===== src/rtl/io_port_ctrl.sv =====
// Generic circular FIFO with occupancy count and a zero-forced head when empty.
// Latency: a push at edge N is visible at the head after edge N; no bypass.
// Backpressure: push ignored when full, pop ignored when empty; caller sees full/empty.
module io_fifo #(
    parameter int W     = 16,
    parameter int DEPTH = 4
) (
    input  logic                         clk,
    input  logic                         RESET,
    input  logic                         push_i,
    input  logic [W-1:0]                 push_dat_i,
    input  logic                         pop_i,
    output logic [W-1:0]                 head_dat_o,
    output logic [$clog2(DEPTH+1)-1:0]   level_o,
    output logic                         full_o,
    output logic                         empty_o
);
    localparam int PW = $clog2(DEPTH);
    localparam int LW = $clog2(DEPTH + 1);

    logic [W-1:0]  mem_q [DEPTH];
    logic [PW-1:0] wr_ptr_q, wr_ptr_d;
    logic [PW-1:0] rd_ptr_q, rd_ptr_d;
    logic [LW-1:0] level_q, level_d;
    logic          do_push, do_pop;

    assign full_o  = (level_q == LW'(DEPTH));
    assign empty_o = (level_q == '0);
    assign do_push = push_i && !full_o;
    assign do_pop  = pop_i && !empty_o;

    always_comb begin
        wr_ptr_d = wr_ptr_q;
        rd_ptr_d = rd_ptr_q;
        level_d  = level_q;
        if (do_push) wr_ptr_d = wr_ptr_q + 1'b1;
        if (do_pop)  rd_ptr_d = rd_ptr_q + 1'b1;
        case ({do_push, do_pop})
            2'b10:   level_d = level_q + 1'b1;
            2'b01:   level_d = level_q - 1'b1;
            default: level_d = level_q;
        endcase
    end

    always_ff @(posedge clk or negedge RESET) begin
        if (!RESET) begin
            wr_ptr_q <= '0;
            rd_ptr_q <= '0;
            level_q  <= '0;
        end else begin
            wr_ptr_q <= wr_ptr_d;
            rd_ptr_q <= rd_ptr_d;
            level_q  <= level_d;
        end
    end

    // Storage is deliberately left out of reset; pointers alone define validity.
    always_ff @(posedge clk) begin
        if (do_push) mem_q[wr_ptr_q] <= push_dat_i;
    end

    assign head_dat_o = empty_o ? '0 : mem_q[rd_ptr_q];
    assign level_o    = level_q;
endmodule

// Processor IN/OUT port bridge: OUT FIFO drains to an external consumer, IN FIFO feeds IN ops.
// Latency: one cycle through either FIFO (no bypass); stalls are combinational.
// Backpressure: cpu_out_stall when OUT full, cpu_in_stall when IN empty, ext_in_ready low when IN full.
module io_port_ctrl #(
    parameter int DATA_W    = 16,
    parameter int OUT_DEPTH = 4,
    parameter int IN_DEPTH  = 4
) (
    input  logic                           clk,
    input  logic                           RESET,
    input  logic                           cpu_out_en,
    input  logic [DATA_W-1:0]              cpu_out_data,
    output logic                           cpu_out_stall,
    input  logic                           cpu_in_en,
    output logic [DATA_W-1:0]              cpu_in_data,
    output logic                           cpu_in_stall,
    output logic                           ext_out_valid,
    output logic [DATA_W-1:0]              ext_out_data,
    input  logic                           ext_out_ready,
    input  logic                           ext_in_valid,
    input  logic [DATA_W-1:0]              ext_in_data,
    output logic                           ext_in_ready,
    output logic [$clog2(OUT_DEPTH+1)-1:0] out_level,
    output logic [$clog2(IN_DEPTH+1)-1:0]  in_level
);
    logic out_full, out_empty;
    logic in_full, in_empty;
    logic in_rdy_en_q;

    io_fifo #(.W(DATA_W), .DEPTH(OUT_DEPTH)) u_out_fifo (
        .clk        (clk),
        .RESET      (RESET),
        .push_i     (cpu_out_en),
        .push_dat_i (cpu_out_data),
        .pop_i      (ext_out_ready),
        .head_dat_o (ext_out_data),
        .level_o    (out_level),
        .full_o     (out_full),
        .empty_o    (out_empty)
    );

    io_fifo #(.W(DATA_W), .DEPTH(IN_DEPTH)) u_in_fifo (
        .clk        (clk),
        .RESET      (RESET),
        .push_i     (ext_in_valid && ext_in_ready),
        .push_dat_i (ext_in_data),
        .pop_i      (cpu_in_en),
        .head_dat_o (cpu_in_data),
        .level_o    (in_level),
        .full_o     (in_full),
        .empty_o    (in_empty)
    );

    // Keeps ext_in_ready low until the first clock edge after reset release.
    always_ff @(posedge clk or negedge RESET) begin
        if (!RESET) in_rdy_en_q <= 1'b0;
        else        in_rdy_en_q <= 1'b1;
    end

    assign ext_in_ready  = in_rdy_en_q && !in_full;
    assign ext_out_valid = !out_empty;
    assign cpu_out_stall = cpu_out_en && out_full;
    assign cpu_in_stall  = RESET && cpu_in_en && in_empty;
endmodule


===== config.mk =====
export PLATFORM = sky130hd
export DESIGN_NAME = io_port_ctrl
export DESIGN_NICKNAME = d
export VERILOG_FILES = /design/src/rtl/io_port_ctrl.sv
export SDC_FILE = /design/constraint.sdc
export NUM_CORES = 1
export LEC_CHECK = 0
export BUFFER_PORTS_ARGS = -buffer_cell sky130_fd_sc_hd__clkbuf_2
export CORE_MARGIN = 4
export CORE_UTILIZATION = 50
export DETAILED_ROUTE_END_ITERATION = 10
export GPL_TIMING_DRIVEN = 0
export MAX_ROUTING_LAYER = met4
export PLACE_DENSITY = 0.83
export REMOVE_ABC_BUFFERS = 1
export SKIP_LAST_GASP = 1
export SLEW_MARGIN = 40
export SYNTH_ARGS = -nofsm -noshare
export SYNTH_HDL_FRONTEND = slang
export SYNTH_HIERARCHICAL = 1
export SYNTH_SLANG_ARGS = --single-unit
export TNS_END_PERCENT = 30

===== constraint.sdc =====
create_clock -name clk -period 5.1 [get_ports clk]
set_clock_uncertainty 0.2 [all_clocks]
set_input_delay 0.765 -clock clk [delete_from_list [all_inputs] [get_ports clk]]
set_output_delay 0.765 -clock clk [all_outputs]
set_load 0.1 [all_outputs]

Word level (Yosys, flattened, before mapping)
Memory sizes are Yosys's and may differ from the RTL's.
Cells that the tools add are included.
- add/subtract/negate cells: 8
- equal/unequal tests: 6
- muxes and demuxes: 8
- reduce and logical (&&, ||, !) cells: 17
- operator list (cell ; number):
    2-to-1 mux 16 bit ; 2
    one-hot mux 3 bit (2 select lines) ; 2
    logical AND 1 bit ; 9
    adder 2 x 1 -> 2 bit, second input constant ; 4
    adder 3 x 1 -> 3 bit, second input constant ; 2
    equality test 3 bit, second input constant ; 2
    logical NOT 3 bit ; 2
    subtractor 3 x 1 -> 3 bit, second input constant ; 2
    equality test 2 x 1 -> 1 bit, second input constant ; 2
    equality test 2 bit, second input constant ; 2
    logical NOT 1 bit ; 4
    2-to-1 mux 1 bit ; 4
    nonzero test 2 bit ; 2
- flip-flop bits (word level): 15
- bits in writable memories: 128
- output and inout bits: 42
- word-level logic and storage cells: 48
- memories kept: 2
- memory list (name ; words ; width ; rd ports ; clocked after memory_dff ; write ports ; line ; text):
    u_in_fifo.mem_q ; 4 ; 16 ; 1 ; 0 ; 1 ; 21 ; logic [W-1:0] mem_q [DEPTH];
    u_out_fifo.mem_q ; 4 ; 16 ; 1 ; 0 ; 1 ; 21 ;

Logic depth before layout (Yosys ltp)
- depth in word-level cells: 7
- mapped depth: 10

Hierarchy
The synthesis kept the hierarchy.
- by module, submodules not included (module ; instances ; cells each ; area each (um2) ; sequential area each (um2)):
    io_fifo ; 2 ; 139 ; 2955.3 ; 2097.0
    io_port_ctrl ; 1 ; 7 ; 60.1 ; 25.0

Worst setup path before layout
OpenSTA, ideal clock, no wires.
- kind: register to output
- from: reg u_out_fifo.level_q[0], in the netlist u_out_fifo/level_o[0]
- to: out ext_out_data[6]
- data arrival time: 2803 ps
- required time: 4135 ps
- slack: 1332 ps
- cell stages (with the launch flop): 4
- cell sequence: dfrtp_1 nor3_4 buf_4 nor2b_1
- word-level cells in the longest chain between the ends: 2
- RTL lines (item ; line ; text):
    start: declaration ; 24 ; logic [LW-1:0] level_q, level_d;
    start signal: assignment ; 53 ; level_q <= level_d;
    logical NOT 3 bit ; 28 ; assign empty_o = (level_q == '0);
    via out_empty ; 91 ; logic out_full, out_empty;
    2-to-1 mux 16 bit ; 62 ; assign head_dat_o = empty_o ? '0 : mem_q[rd_ptr_q];
    end: declaration ; 83 ; output logic [DATA_W-1:0] ext_out_data,
The timed path passes the listed nets, and every way through them passes these cells.

Final worst setup path
- from: reg u_out_fifo.rd_ptr_q[0]
- to: out ext_out_data[15]
- word-level cells in the longest chain between the ends: 2
- RTL lines (item ; line ; text):
    start: declaration ; 23 ; logic [PW-1:0] rd_ptr_q, rd_ptr_d;
    start signal: assignment ; 52 ; rd_ptr_q <= rd_ptr_d;
    memory (4 x 16 bit) ; n/a ;
    2-to-1 mux 16 bit ; 62 ;
Every way passes these cells.

==> qor.txt <==
status = completed
Post-Layout Cell Count = 535
Pre-Repair DR Iteration Count = 4
# setup viols final = 0
clk root buf = clkbuf_16
hold_ws = 0.0707 ns
Post-synth EDFFs = 128
final core occ = 61.4%
H-tree depth = 4
overall routing resource usage = 16.4%
Hold Crit Class = input pin to async pin
CP Data Required Time = 4.14 ns
Pins Over Slew Limit = 0
Remaining DRCs = 0
RSZ-0062 raised after global routing = no
wl on met1 = 4.28 mm
cell area after synthesis = 5970 sq um
crit-path max FO = 18
Yosys cell types = 26
dominant cells by area after synthesis = edfxtp_1 (64%), mux4_1 (7.0%), dfrtp_1 (6.3%)
# fillers = 818
GPL Wtd Cong = 0.705
Antenna Cells = 0
Die Span Y = 117 microns
via count = 2,819
Skew-Pair Late Insertion Delay = 0.41 ns
number of global-route vias before repair = 3,027
row cnt = 39
Clock Sinks = 143
critical path class = flip-flop to primary output
Starting Density = 51.6%
CTS tree = yes
fin crit share = 64.8%
Final min period = 3.31 ns
Yosys top cell by area = edfxtp_1
Post-Syn Instances = 285
Clock transition at path regs = 0.06 ns
cell with the most instances after synthesis = edfxtp_1
share of cells above drive strength 1 = 41.8%
ys flop type = edfxtp_1
Num CTS Buffers = 17
Max Cap Viol = 0
Worst EP arrival = 2.34 ns
Async SR Flop Fraction = 10.5%
initial antenna violation count = 0
setup TNS = 0 ns
Fin. Hold Viols = 0
PostCTS Resize Cnt = 0
global-route wire length before repair = 16.0 mm
placed instance count = 503
Routed met3 length = 350 microns
Post-synth top cells = edfxtp_1 (128), nor2b_1 (19), mux4_1 (16), mux4_2 (16), nor2b_4 (16)
detailed-route wire length per cell = 19.0 microns
Seq/Total Area, Yosys = 70.7%
Worst Setup End Kind = primary output
uppermost routed layer = met4
Nets = 429
Yosys top cell area share = 64.4%
met2 wire len = 5.31 mm
PortBufs = 79
Post-CTS Setup Repair Bufs = 0
Achievable Freq = 302 MHz
detailed-placement wirelength estimate = 6.71 mm
WL final = 10.1 mm
Antenna Nets Post-Route = 0
relative slew slack = 45.1%
IO Pins = 80
First DRT Iteration DRCs = 153
largest net degree at the start of global routing = 19
Core ar. = 11,600 sq um
Seq cells post-synth = 143
DR vias/cell = 5.27
Worst Setup Start Kind = flip-flop
# hold bufs at CTS = 0
die area = 13,800 sq um
Mean Syn Cell Area = 20.9 sq um
Die Span X = 117 microns
Ys Warns = 6
Layout area overhead = 18.9%
Slew @ Worst Pin = 0.823 ns
Overflow after GRT = 0
clk buf depth = 2
metrics by stage:
stage               setup WS, ns  instance area (sq um)
finish                      1.79                   7100
global route                1.70                   7100
CTS                         1.74                   7090
detailed placement          2.19                   6520
global placement            1.84                   6450
floorplan                   1.37                   5870
cells in the final DEF (no fill, tap or decap), types with 4 or more instances in the layout:
| cell type | Yosys | final |
|---|---|---|
| ha_1 | 10 | 10 |
| nor2_1 | 4 | 4 |
| edfxtp_1 | 128 | 128 |
| xnor2_1 | 4 | 4 |
| dfrtp_1 | 15 | 13 |
| clkinv_2 | 0 | 4 |
| buf_6 | 2 | 6 |
| mux4_1 | 16 | 16 |
| inv_1 | 13 | 13 |
| nor2b_4 | 16 | 16 |
| mux4_2 | 16 | 16 |
| and2_2 | 0 | 7 |
| clkinv_4 | 0 | 4 |
| nor2b_1 | 19 | 19 |
| clkbuf_16 | 0 | 17 |
| clkbuf_2 | 0 | 79 |
| xor2_1 | 8 | 8 |
layer usage:
metal	track usage [%]	vias up
li1	-	1298
met1	19.8	1440
met2	26.3	63
met3	3.65	18
met4	7.65	0
met5	-	-
critical path, stage by stage, from the launching register on:
cell      delay (ns)
dfrtp_2         0.73
mux4_1          0.64
nor2b_1         0.16
clkbuf_2        0.40
logic make-up (layout without fill, tap and decap cells):
group,count (synthesis),in the layout,share of synthesized area [%]
buf+inv,23,130,2.45
flops,143,143,70.7
xor+xnor,12,12,1.76
other cells,1,1,0.0628
fa+ha+maj,12,12,2.77
simple gates,58,58,8.51
mux,36,36,13.8
layout make-up:
cell class	instances	area [sq um]	share of cell area, %
flip-flops and latches	143	4220	59.5
multi-input cells	119	1610	22.7
repair buffers	85	463	6.52
clock buffers	18	429	6.05
well taps	143	179	2.52
clock inverters	14	143	2.01
inverters	13	48.8	0.687
state kept, by name, summed over array words and instances, names as in the netlist:
name / flops
u_in_fifo/wr_ptr_q: 2
u_out_fifo/rd_ptr_q: 2
u_in_fifo/level_o: 3
in_rdy_en_q: 1
u_out_fifo/wr_ptr_q: 2
u_in_fifo/rd_ptr_q: 2
u_out_fifo/mem_q: 64
u_in_fifo/mem_q: 64
u_out_fifo/level_o: 3
final timing paths:
path	startpoint	endpoint	slack [ns]	depth (start not counted)
max	u_out_fifo/rd_ptr_q[0]	ext_out_data[15]	1.79	3
min	RESET	u_out_fifo/level_o[1]	0.07	1
max reg2reg	u_in_fifo/level_o[0]	u_in_fifo/level_o[2]	2.60	10
min reg2reg	u_in_fifo/level_o[2]	u_in_fifo/level_o[2]	0.37	1
max in group asynchronous	RESET	u_out_fifo/rd_ptr_q[0]	4.31	1
min in group clk	u_in_fifo/level_o[2]	u_in_fifo/level_o[2]	0.37	1
Power is left out: the tool's default activity adds up to more than one toggle a clock period on the data nets, which glitch-free logic cannot reach.
